--- src/rtl/mem_fetch_pkg.sv ---
// Shared types and widths for the memory fetch controller.
// Used by mem_fetch_ctrl (range-check option: MEM_FETCH_RANGE_CHK_EN).
package mem_fetch_pkg;

  localparam int ADDR_W = 6;
  localparam int DATA_W = 8;

  typedef enum logic [1:0] {
    ST_IDLE   = 2'b00,
    ST_SETUP  = 2'b01,
    ST_ACCESS = 2'b10
  } state_e;

endpackage

--- src/rtl/mem_fetch_ctrl.sv ---
// Burst read initiator for the 6-bit/8-bit read-only memory.
// Option MEM_FETCH_RANGE_CHK_EN: beats at addr >= DECODE_LIMIT skip ACCESS.
module mem_fetch_ctrl
  import mem_fetch_pkg::*;
#(
  parameter int WAIT_CYCLES  = 1,
  parameter int DECODE_LIMIT = 4
) (
  input  logic              clk,
  input  logic              rst_n,
  input  logic              req,
  input  logic [ADDR_W-1:0] req_addr,
  input  logic [1:0]        req_len,
  output logic              busy,
  output logic [DATA_W-1:0] rd_data,
  output logic              rd_valid,
  output logic              rd_err,
  output logic              done,
  output logic [ADDR_W-1:0] addr,
  output logic              read,
  output logic              ena,
  input  logic [DATA_W-1:0] data
);

  localparam int WW = $clog2(WAIT_CYCLES + 1);

  state_e            state_q, state_d;
  logic [ADDR_W-1:0] addr_q, addr_d;
  logic [1:0]        beats_q, beats_d;
  logic [WW-1:0]     wcnt_q, wcnt_d;
  logic [DATA_W-1:0] data_q, data_d;
  logic              valid_q, valid_d;
  logic              done_q, done_d;
  logic              beat_end;

`ifdef MEM_FETCH_RANGE_CHK_EN
  logic err_q, err_d;
  logic oor;
  assign oor = (int'(addr_q) >= DECODE_LIMIT);
`else
  localparam int unused_limit = DECODE_LIMIT;
`endif

  always_comb begin
    state_d  = state_q;
    addr_d   = addr_q;
    beats_d  = beats_q;
    wcnt_d   = wcnt_q;
    data_d   = data_q;
    valid_d  = 1'b0;
    done_d   = 1'b0;
    beat_end = 1'b0;
`ifdef MEM_FETCH_RANGE_CHK_EN
    err_d    = 1'b0;
`endif
    unique case (state_q)
      ST_IDLE: begin
        if (req) begin
          addr_d  = req_addr;
          beats_d = req_len;
          state_d = ST_SETUP;
        end
      end
      ST_SETUP: begin
        wcnt_d  = WW'(WAIT_CYCLES - 1);
        state_d = ST_ACCESS;
`ifdef MEM_FETCH_RANGE_CHK_EN
        if (oor) begin
          data_d   = '0;
          valid_d  = 1'b1;
          err_d    = 1'b1;
          beat_end = 1'b1;
        end
`endif
      end
      ST_ACCESS: begin
        if (wcnt_q == '0) begin
          data_d   = data;
          valid_d  = 1'b1;
          beat_end = 1'b1;
        end else begin
          wcnt_d = wcnt_q - 1'b1;
        end
      end
      default: state_d = ST_IDLE;
    endcase
    // every beat returns through SETUP so the memory sees a new strobe edge
    if (beat_end) begin
      if (beats_q != 2'd0) begin
        beats_d = beats_q - 2'd1;
        addr_d  = addr_q + ADDR_W'(1);
        state_d = ST_SETUP;
      end else begin
        state_d = ST_IDLE;
        done_d  = 1'b1;
      end
    end
  end

  always_ff @(posedge clk or negedge rst_n) begin
    if (!rst_n) begin
      state_q <= ST_IDLE;
      addr_q  <= '0;
      beats_q <= '0;
      wcnt_q  <= '0;
      data_q  <= '0;
      valid_q <= 1'b0;
      done_q  <= 1'b0;
    end else begin
      state_q <= state_d;
      addr_q  <= addr_d;
      beats_q <= beats_d;
      wcnt_q  <= wcnt_d;
      data_q  <= data_d;
      valid_q <= valid_d;
      done_q  <= done_d;
    end
  end

`ifdef MEM_FETCH_RANGE_CHK_EN
  always_ff @(posedge clk or negedge rst_n) begin
    if (!rst_n) err_q <= 1'b0;
    else        err_q <= err_d;
  end
  assign rd_err = err_q;
`else
  assign rd_err = 1'b0;
`endif

  assign busy     = (state_q != ST_IDLE);
  assign read     = (state_q == ST_ACCESS);
  assign ena      = ~read;
  assign addr     = addr_q;
  assign rd_data  = data_q;
  assign rd_valid = valid_q;
  assign done     = done_q;

endmodule

--- config.mk ---
export PLATFORM = sky130hd
export DESIGN_NAME = mem_fetch_ctrl
export DESIGN_NICKNAME = d
export VERILOG_FILES = /design/src/rtl/mem_fetch_pkg.sv /design/src/rtl/mem_fetch_ctrl.sv
export SDC_FILE = /design/constraint.sdc
export NUM_CORES = 1
export LEC_CHECK = 0
export CELL_PAD_IN_SITES_DETAIL_PLACEMENT = 1
export CELL_PAD_IN_SITES_GLOBAL_PLACEMENT = 1
export CORE_ASPECT_RATIO = 0.6
export CORE_MARGIN = 1
export CORE_UTILIZATION = 30
export CTS_CLUSTER_SIZE = 16
export DETAILED_ROUTE_END_ITERATION = 8
export PLACE_DENSITY_LB_ADDON = 0.05
export SETUP_SLACK_MARGIN = 0.2
export SYNTH_ARGS = -nofsm -noshare
export SYNTH_HDL_FRONTEND = slang
export SYNTH_SLANG_ARGS = --single-unit
--- constraint.sdc ---
create_clock -name clk -period 1.4 [get_ports clk]
set_clock_uncertainty 0.05 [all_clocks]
set_input_delay 0.21 -clock clk [delete_from_list [all_inputs] [get_ports clk]]
set_output_delay 0.21 -clock clk [all_outputs]
set_load 0.01 [all_outputs]
==> out/summary.txt <==
kind of launch point of the worst setup path = flop
level count of the clock H-tree = 1
worst min path class = in2async
vias after detailed routing = 880
Area growth, synth to finish = 70.7%
worst reg2reg path startpoint = beats_q[0]$_DFF_PN0_
height of the die = 44.7 µm
cts hold-fix bufs = 0
overall power of the completed layout = 3580 µW
overall overflow remaining after global route = 0
via count of the first global-routing pass = 866
share of layout cells above drive strength 1 = 29.3%
maximum operating frequency = 0.700 GHz
number of antenna violations at the first check in global routing = 0
Horiz. Die Dim = 73.2 µm
first-pass GRT wire length = 4170 µm
iteration count of the initial detailed-routing pass = 4
violated checks = negative setup slack
post-route clock period utilization = 102%
Clock Pin Slew Worst Setup and Hold Paths = 0.08 ns
post-route DRC violation count = 0
peak supply drop = 0.00109 V
number of clock buffers inserted by TritonCTS = 3
syn avg cell area = 9.82 µm²
iteration-0 DRC count of the detailed router = 18
number of enable flip-flop cells after synthesis = 0
Initial Utilization = 31.6%
Final Routed Wirelength = 2630 µm
main combinational cell family by area after synthesis = simple AND/OR/NAND/NOR gates
setup violators final = 3
count of boundary I/O pins = 39
fin. max-slew vios = 0
total inserted antenna cells = 0
Final #Nets = 171
number of distinct standard cells referenced by the synthesized netlist = 28
die area = 0.00328 mm²
largest net degree at the start of global routing = 21
cell count after synthesis = 93
CTS sink cnt = 20
largest area contributor in the netlist = sky130_fd_sc_hd__dfrtp_1
share of synthesized cell area in full adder, half adder and majority cells = 1.37%
PwrDens = 2290 mW/mm²
global placement routability congestion = 0.761
count of state elements after synthesis = 20
Core Region = 0.00289 mm²
source-to-sink clock delay at the later pin of the worst-skew pair = 0.26 ns
Tmin final = 1.43 ns
share of async-settable or async-resettable flops after synthesis = 100%
Synthesis Warnings = 0
largest buffer count on any clock path = 2
main area contributors after synthesis = sky130_fd_sc_hd__dfrtp_1 (55%), sky130_fd_sc_hd__nand2_1 (13%), sky130_fd_sc_hd__o221a_1 (3.7%)
final cell count without fillers = 192
post-DP HPWL = 1900 µm
endpoints failing hold = 0
Setup crit start = beats_q[0]$_DFF_PN0_
Worst Path Max Fanout = 5
post-synthesis instance area = 913 µm²
kind of end point of the critical path = flop
CP arrival = 1.58 ns
critical path class = reg2reg
count of max-cap constraint violations = 0
Top FF cell, synth = sky130_fd_sc_hd__dfrtp_1
Fin Hold WS = 0.239 ns
DR vias/cell = 4.58
result of the run = finished with violations
Post-Synthesis Net Count = 113
count of port buffers added during placement = 37
proportion of netlist area held by the largest area contributor = 54.8%
crit path setup slack, layout = -0.0291 ns
mux contribution to synthesized area = 0%
Std-Cell Rows = 15
unrepaired setup endpoints after global routing = yes
average detailed-routed wire length per instance = 13.7 µm
share of synthesized cell area in and, or, nand and nor gates = 26.6%
Final Core Density = 53.9%
share of synthesized area occupied by flip-flops and latches = 54.8%
number of inserted filler cells in the final layout = 339
GRT Overall Usage = 17.6%
fraction of the mapped netlist area in compound gates = 13.0%
most common cell in the synthesized netlist = sky130_fd_sc_hd__nand2_1
instance count after placement with tap cells included = 180
endpoint required time on the critical path = 1.55 ns
list of most frequent post-synthesis cells = sky130_fd_sc_hd__nand2_1 (32), sky130_fd_sc_hd__dfrtp_1 (20), sky130_fd_sc_hd__nor2_1 (5)
leakage dissipation = 0.000718 µW
CTS tree = built
xor/xnor share of the synthesized area = 0%
library cell used as clock root buffer = sky130_fd_sc_hd__clkbuf_8
Post-DRT Antenna Nets = 0
layout make-up:
class	count	area (µm²)	share of cell area, %
tap	42	52.6	3.37
multi-input combinational	67	407	26.1
inverter	3	13.8	0.883
timing repair buffer	56	527	33.8
sequential	20	504	32.3
clock buffer	4	55.1	3.53
cell usage in the layout, fill, tap and decap left out, types with 2 or more instances in the layout:
master | Yosys | routed
sky130_fd_sc_hd__clkdlybuf4s50_1 | 0 | 18
sky130_fd_sc_hd__o21ai_0 | 3 | 2
sky130_fd_sc_hd__dfrtp_1 | 20 | 17
sky130_fd_sc_hd__inv_1 | 2 | 2
sky130_fd_sc_hd__buf_6 | 1 | 6
sky130_fd_sc_hd__nor3_2 | 0 | 2
sky130_fd_sc_hd__buf_4 | 1 | 14
sky130_fd_sc_hd__clkbuf_8 | 0 | 4
sky130_fd_sc_hd__nor2_1 | 5 | 4
sky130_fd_sc_hd__clkdlybuf4s15_1 | 0 | 13
sky130_fd_sc_hd__dfrtp_2 | 0 | 3
sky130_fd_sc_hd__o221a_1 | 3 | 3
sky130_fd_sc_hd__nand2_1 | 32 | 32
sky130_fd_sc_hd__nand3_1 | 3 | 3
sky130_fd_sc_hd__buf_2 | 1 | 2
sky130_fd_sc_hd__nand4_1 | 2 | 2
sky130_fd_sc_hd__a21oi_1 | 3 | 2
critical path, cell delays in order, from the launching register on:
cell and delay (ns):
sky130_fd_sc_hd__dfrtp_1 0.39, sky130_fd_sc_hd__buf_4 0.16, sky130_fd_sc_hd__nor2_1 0.33, sky130_fd_sc_hd__nor2_4 0.11, sky130_fd_sc_hd__a21oi_1 0.15, sky130_fd_sc_hd__o221a_1 0.19
state kept, by name, summed over array words and instances (netlist names):
register  count
rd_data       8
done          1
beats_q       2
state_q       2
rd_valid      1
addr          6
metal layers:
metal | global-route usage [%] | part of all wire (%) | routed length, µm
met1 | 24.4 | 50 | 1300
met3 | 4.69 | 4.3 | 114
met5 | 0 | 0 | 0
met4 | 5.88 | 0.95 | 25
met2 | 27.0 | 45 | 1180
path summary, 6_finish.rpt:
check,cells after the start,to,slack (ns)
max,5,addr[3]$_DFF_PN0_,-0.03
min,2,addr[4]$_DFF_PN0_,0.24
max reg2reg,5,addr[3]$_DFF_PN0_,-0.03
min reg2reg,2,rd_data[1]$_DFFE_PN0P_,0.43
max in group asynchronous,2,addr[0]$_DFF_PN0_,0.83
min in group clk,3,rd_data[6]$_DFFE_PN0P_,0.42
stage by stage:
step                TNS [ns]  area, µm²  setup slack, ns
floorplan                  0        922            0.121
global placement      -0.557       1420           -0.116
detailed placement    -0.729       1420           -0.149
CTS                 -0.00502       1510         -0.00458
global route          -0.367       1560          -0.0862
finish               -0.0507       1560          -0.0291
where the power goes:
| part | switching (µW) | internal (µW) | leakage [µW] |
|---|---|---|---|
| clock network | 203 | 251 | 0.0000288 |
| logic | 1000 | 1080 | 0.000449 |
| registers | 171 | 866 | 0.000240 |
| total | 1380 | 2200 | 0.000718 |
kinds of logic (layout without fill, tap and decap cells):
family	Yosys count	after routing
buffers and inverters	6	63
flip-flops	20	20
other	1	1
AO/OA/AOI/OAI	14	14
AND/OR/NAND/NOR	51	51
adder cells (fa/ha/maj)	1	1
timing repair:
item                                    CTS  global route
pin swaps                                 8             3
gates cloned                              0             0
buffers inserted                          5             3
gates resized for setup                  45            16
endpoints found under the setup margin   27            28
Power figures use the tool's default switching activity.
